### config.mk
export PLATFORM = sky130hd
export DESIGN_NAME = cmd_frame_parser
export DESIGN_NICKNAME = d
export VERILOG_FILES = /design/src/rtl/cmd_frame_parser.sv
export SDC_FILE = /design/constraint.sdc
export NUM_CORES = 1
export LEC_CHECK = 0
export ABC_AREA = 1
export CAP_MARGIN = 20
export CORE_MARGIN = 2
export CORE_UTILIZATION = 51
export CTS_CLUSTER_SIZE = 30
export DETAILED_ROUTE_END_ITERATION = 6
export GPL_TIMING_DRIVEN = 0
export PLACE_DENSITY_LB_ADDON = 0.08
export SYNTH_ARGS = -nofsm -noshare
export SYNTH_HDL_FRONTEND = slang
export SYNTH_SLANG_ARGS = --single-unit
### constraint.sdc
create_clock -name CLK -period 1.4 [get_ports CLK]
set_input_delay 0.42 -clock CLK [delete_from_list [all_inputs] [get_ports CLK]]
set_output_delay 0.42 -clock CLK [all_outputs]
set_load 0.03 [all_outputs]
### src/rtl/cmd_frame_parser.sv
// Parses 4-byte command frames (SYNC, ADDR, DATA, CHK) from a byte stream and
// issues a registered write strobe for good frames or an error pulse otherwise.
module cmd_frame_parser #(
  parameter logic [7:0]  SYNC_BYTE = 8'hA5,
  parameter int unsigned TIMEOUT   = 50000
) (
  input  logic       CLK,
  input  logic       RST,
  input  logic [7:0] RX_DATA,
  input  logic       RX_VALID,
  output logic [7:0] ADDRESS,
  output logic [7:0] DATA,
  output logic       ENA,
  output logic       FRM_ERR,
  output logic [7:0] ERR_CNT
);

  localparam int unsigned GAP_W = 20;
  localparam logic [GAP_W-1:0] GAP_LAST = GAP_W'(TIMEOUT - 1);

  typedef enum logic [1:0] {
    S_IDLE = 2'd0,
    S_ADDR = 2'd1,
    S_DATA = 2'd2,
    S_CHK  = 2'd3
  } state_e;

  state_e           state_q,   state_d;
  logic [GAP_W-1:0] gap_q,     gap_d;
  logic [7:0]       addr_sh_q, addr_sh_d;
  logic [7:0]       data_sh_q, data_sh_d;
  logic [7:0]       address_q, address_d;
  logic [7:0]       data_q,    data_d;
  logic             ena_q,     ena_d;
  logic             frm_err_q, frm_err_d;
  logic [7:0]       err_cnt_q, err_cnt_d;

  // Next-state, shadow capture, output update and gap timer
  always_comb begin
    state_d   = state_q;
    gap_d     = gap_q;
    addr_sh_d = addr_sh_q;
    data_sh_d = data_sh_q;
    address_d = address_q;
    data_d    = data_q;
    ena_d     = 1'b0;
    frm_err_d = 1'b0;
    err_cnt_d = err_cnt_q;

    if (RX_VALID || state_q == S_IDLE) begin
      gap_d = '0;
    end else begin
      gap_d = gap_q + GAP_W'(1);
    end

    // A byte arriving on the timeout cycle wins over the timeout
    if (RX_VALID) begin
      case (state_q)
        S_IDLE: if (RX_DATA == SYNC_BYTE) state_d = S_ADDR;
        S_ADDR: begin
          addr_sh_d = RX_DATA;
          state_d   = S_DATA;
        end
        S_DATA: begin
          data_sh_d = RX_DATA;
          state_d   = S_CHK;
        end
        S_CHK: begin
          if (RX_DATA == (SYNC_BYTE ^ addr_sh_q ^ data_sh_q)) begin
            address_d = addr_sh_q;
            data_d    = data_sh_q;
            ena_d     = 1'b1;
          end else begin
            frm_err_d = 1'b1;
          end
          state_d = S_IDLE;
        end
        default: state_d = S_IDLE;
      endcase
    end else if (state_q != S_IDLE && gap_q == GAP_LAST) begin
      state_d   = S_IDLE;
      frm_err_d = 1'b1;
    end

    if (frm_err_d && err_cnt_q != 8'hFF) begin
      err_cnt_d = err_cnt_q + 8'd1;
    end
  end

  always_ff @(posedge CLK or negedge RST) begin
    if (!RST) begin
      state_q   <= S_IDLE;
      gap_q     <= '0;
      addr_sh_q <= '0;
      data_sh_q <= '0;
      address_q <= '0;
      data_q    <= '0;
      ena_q     <= 1'b0;
      frm_err_q <= 1'b0;
      err_cnt_q <= '0;
    end else begin
      state_q   <= state_d;
      gap_q     <= gap_d;
      addr_sh_q <= addr_sh_d;
      data_sh_q <= data_sh_d;
      address_q <= address_d;
      data_q    <= data_d;
      ena_q     <= ena_d;
      frm_err_q <= frm_err_d;
      err_cnt_q <= err_cnt_d;
    end
  end

  assign ADDRESS = address_q;
  assign DATA    = data_q;
  assign ENA     = ena_q;
  assign FRM_ERR = frm_err_q;
  assign ERR_CNT = err_cnt_q;

endmodule

# Word level (Yosys, flattened, before mapping)
# Cells that the tools add are included.
[totals]
elab_cells = 43
ff_bits = 64
output_inout_bits = 26
[op_classes]
bitwise = 2
n_reduce_logical = 10
n_eq_ne = 8
n_addsub = 2
n_mux = 12
[op_table]
columns = ["operator", "n"]
rows = [
  ["$add 20x1->20 const B", 1],
  ["$eq 20x16->1 const B", 1],
  ["$mux 20", 1],
  ["$add 8x1->8 const B", 1],
  ["$eq 8x8->1", 1],
  ["$eq 8x8->1 const B", 1],
  ["$ne 8x8->1 const B", 1],
  ["$pmux 2 s4", 1],
  ["$xor 8x8->8", 1],
  ["$mux 1", 7],
  ["$mux 2", 3],
  ["$reduce_and 2->1", 3],
  ["$eq 2x2->1 const B", 2],
  ["$not 4->4", 1],
  ["$reduce_bool 2->1", 2],
  ["$ne 3x2->1 const B", 1],
  ["$reduce_and 3->1", 1],
  ["$eq 2x1->1 const B", 1],
  ["$logic_and 1x1->1", 2],
  ["$logic_not 2->1", 1],
  ["$logic_or 1x1->1", 1],
]

# Logic depth before layout (Yosys ltp)
[logic_depth]
word_depth = 7
depth_mapped = 13

# Worst setup path after synthesis
# Ideal clock, no wire load.
[synth_timing]
path_type = "reg-to-reg"
from = "register err_cnt_q[0] (netlist: ERR_CNT[0])"
to = "register err_cnt_q[6] (netlist: ERR_CNT[6])"
path_stages_with_launch = 10
path_slack_ps = -217
period_less_slack_ps = 1617
arrival_time_ps = 1552
path_cell_list = "dfrtp_1 > ha_1 > nand2_1 > inv_1 > nand2_1 > nor2_1 > nand3_2 > nand2_4 > nand2_1 > nand2_1"
[synth_between]
elab_chain_len = 2
elab_cells_between_ends = 3
classes_between = "add/sub (1); eq/ne (1); reduce/logical (1)"
[synth_lines]
columns = ["element", "line", "rtl"]
rows = [
  ["start, declared", "36", "logic [7:0] err_cnt_q, err_cnt_d;"],
  ["start signal, assigned", "110", "err_cnt_q <= err_cnt_d;"],
  ["parallel branches: the longest is 2 deep, another holds $add 8x1->8", "-", ""],
]
# Parallel ways; which one is timed is not known.
# A chain may end at the register's enable or synchronous reset.

# Worst setup path after layout
[layout_timing]
from = "register data_sh_q[3]"
to = "register address_q[2] (netlist: ADDRESS[2])"
[layout_between]
elab_chain_len = 3
[layout_lines]
columns = ["element", "line", "rtl"]
rows = [
  ["start, declared", "31", "logic [7:0] data_sh_q, data_sh_d;"],
  ["start signal, assigned", "105", "data_sh_q <= data_sh_d;"],
  ["$xor 8x8->8", "69", "if (RX_DATA == (SYNC_BYTE ^ addr_sh_q ^ data_sh_q)) begin"],
  ["$eq 8x8->1", "69", ""],
  ["$reduce_and 3->1 (no line)", "-", ""],
  ["end signal, assigned", "106", "address_q <= address_d;"],
  ["end, declared", "32", "logic [7:0] address_q, address_d;"],
]
# Every way passes these cells.

==> flow_summary.ini <==
[outcome]
status = finished, violations left
violations = negative setup slack

[cts]
clk_latency_ps = 340
cts_buffers = 9
cts-root-buf = clkbuf_8
cts_tree = built
htree_levels = 3
cts-root-to-sink-buffers = 2
path_clk_slew_ps = 70
cts_hold_buffers = 0
cts_sinks = 64

[place]
place.gp.congestion = 0.872
port_buffers = 36
dp_hpwl_um = 4700

[floorplanning]
initial_utilization = 0.519
die_w_um = 83.9
io_pins = 37
dieArea_um2 = 7040
core_area_um2 = 6280
fp-row-count = 29
die_h_um = 83.9

[sta]
tightest_slew_ps = 820
final.setup.tns_ps = -10770
skew_ps = 7.09
period_needed_ps = 1760
min_period_over_period = 1.25
worst_slack_ps = -356
finalHoldViolCount = 0
setup_viol = 53
drv_slew = 0
rsz0062_at_grt = yes
max_freq_ghz = 0.570
max-slew-margin-rel = 0.453

[worst_setup_path]
crit_type = reg -> reg
required_ps = 1630
r2r_cells = 12
critical_path.max_stage_delay_ps = 410
crit_chain = inv_2, nand2_2, nand2_1, nand2_1, nand2_1, nand2_1, nor2_2, nand2_2, nor2_4, buf_6, nand2_2, o21a_1
crit_start = data_sh_q[3]
critPathSlowestCell = dfrtp_1
cp.arrival_ps = 1990
rr_startpoint = data_sh_q[3]
crit_top_cell = nand2_1
critical_path.max_fanout = 6
startpoint_type = flop
rr_endpoint = ADDRESS[2]
r2r_slack_ps = -360
end_kind = flop

[yosys]
syn_area_per_cell_um2 = 8.31
synthArstFlopShare = 1.00
yosysMostFrequentCell = nand2_1
ys_seq_area_frac = 0.492
ys_ff_latch = 64
syn_nets = 410
ys_types = 30
synthCells = 392
synthFlopType = dfrtp_1
synth_top_area_share = 0.492
netlist_area_um2 = 3260
synth_warnings = 0
synth_edf_count = 0
netlist_top_cells_area = dfrtp_1 (49%), nand2_1 (14%), inv_1 (4.6%), o21ai_0 (4.3%), nand3_1 (3.5%)
yosysTopAreaCell = dfrtp_1
synth.top_cells.by_count = nand2_1 (123), dfrtp_1 (64), inv_1 (40)

[global_route]
grt_pass1_wl_um = 13500
gr-total-overflow = 0
track_usage = 0.239
grt_max_degree = 65
antenna_found_initial = 0
grt_pass1_vias = 2900

[drt]
vias_per_cell = 5.26
wl_um = 8300
drtAntennaViolNets = 0
drc = 0
dr_total_vias = 3011
wl_per_cell_um = 14.5
drtIter0Drc = 143
dr.pass1.iters = 4

[job]
maxCapViolCount = 0

[cells_and_area]
final_layout_size_suffix_gt1_frac = 0.384
fillers = 478
diodes = 0
utilization = 0.722
syn_to_final_growth_pct = 39.2
multi_input_area_um2 = 1740
nNetsFinal = 508
regArea_um2 = 1610

[power]
p_int_mw = 4.11
swShare = 0.354
irDropWorstVdd_uv = 919
powerDensity_nw_per_um2 = 1410
seq_power_share = 0.384
p_leak_nw = 2.29
p_switching_mw = 2.25
combPwrFrac = 0.349
p_clk_frac = 0.268

[hold_path]
holdCritPathClass = in -> async
==> worst max path at each step <==
stage / end / slack, ps / cells after the start
after floorplan: ERR_CNT[6] / -80 / 8
after global placement: ERR_CNT[0] / -2490 / 1
after detailed placement: ADDRESS[4] / -760 / 11
after CTS: ADDRESS[2] / -290 / 12
after global routing: ADDRESS[2] / -470 / 12
final: ADDRESS[2] / -360 / 12
==> critical path: cells and delay by family, from the launching register on <==
kind            cells  cell delay (ps)
flops               1              410
compound gates      1              110
simple gates        9              870
buf+inv             2              260
==> power groups by stage <==
| stage | clock network [mW] | logic (mW) | registers (mW) |
|---|---|---|---|
| after global routing | 1.80 | 2.51 | 2.48 |
| after global placement | 0 | 1.44 | 2.44 |
| final | 1.70 | 2.22 | 2.44 |
| after detailed placement | 0 | 1.48 | 2.45 |
| after CTS | 1.73 | 1.92 | 2.41 |
| after floorplan | 0 | 1.01 | 2.48 |
==> layout by cell type (no fill, tap or decap), types with 17 or more instances in the layout <==
master and instances:
inv_1 22, dfrtp_1 58, buf_2 20, nor2_1 24
nand3_1 18, o21ai_0 24, nand2_2 28, inv_2 17
nand2_1 94, buf_4 48
==> registers in the layout (all words and copies together), names as in the netlist <==
register	count
gap_q	20
ADDRESS	8
DATA	8
ERR_CNT	8
addr_sh_q	8
data_sh_q	8
state_q	2
ENA	1
FRM_ERR	1
==> layout make-up <==
type	count	area share
Sequential cell	64	0.355
Inverter	43	0.0378
Buffer	6	0.0113
Clock inverter	4	0.0113
Clock buffer	12	0.0365
Multi-Input combinational cell	280	0.385
Tap cell	77	0.0213
Timing Repair Buffer	86	0.142
==> stage by stage <==
| step | power (mW) | cells | cell area [µm²] | hold WS, ps | setup WS (ps) |
|---|---|---|---|---|---|
| after CTS | 6.05 | 555 | 4240 | 205 | -292 |
| after global routing | 6.79 | 572 | 4530 | 239 | -470 |
| after global placement | 3.88 | 505 | 3750 | 472 | -2490 |
| after floorplan | 3.49 | 392 | 3290 | 124 | -77.5 |
| final | 6.37 | 572 | 4530 | 165 | -356 |
| after detailed placement | 3.94 | 505 | 3740 | 478 | -756 |
==> cells by family (layout without fill, tap and decap cells) <==
logic type | Yosys count | in the layout | synth area share
buffers and inverters | 49 | 151 | 0.0634
DFF | 64 | 64 | 0.492
adders and majority gates | 7 | 7 | 0.0269
and+or+nand+nor | 210 | 211 | 0.297
AOI/OAI and AO/OA | 52 | 52 | 0.0934
xor gates and xnor gates | 10 | 10 | 0.0269
==> layer usage <==
layer | part of all wire | GRT usage | routed length [µm]
met5 | 0 | 0 | 0
met4 | 0.034 | 0.122 | 284
met2 | 0.50 | 0.393 | 4150
met3 | 0.041 | 0.0425 | 337
met1 | 0.43 | 0.303 | 3530
==> timing repair <==
item / CTS / global route
setup buffers: 32 / 18
endpoints found under the setup margin: 86 / 63
pin swaps: 17 / 20
gates cloned: 3 / 0
gates resized for setup: 190 / 60
Power figures use the tool's default switching activity.
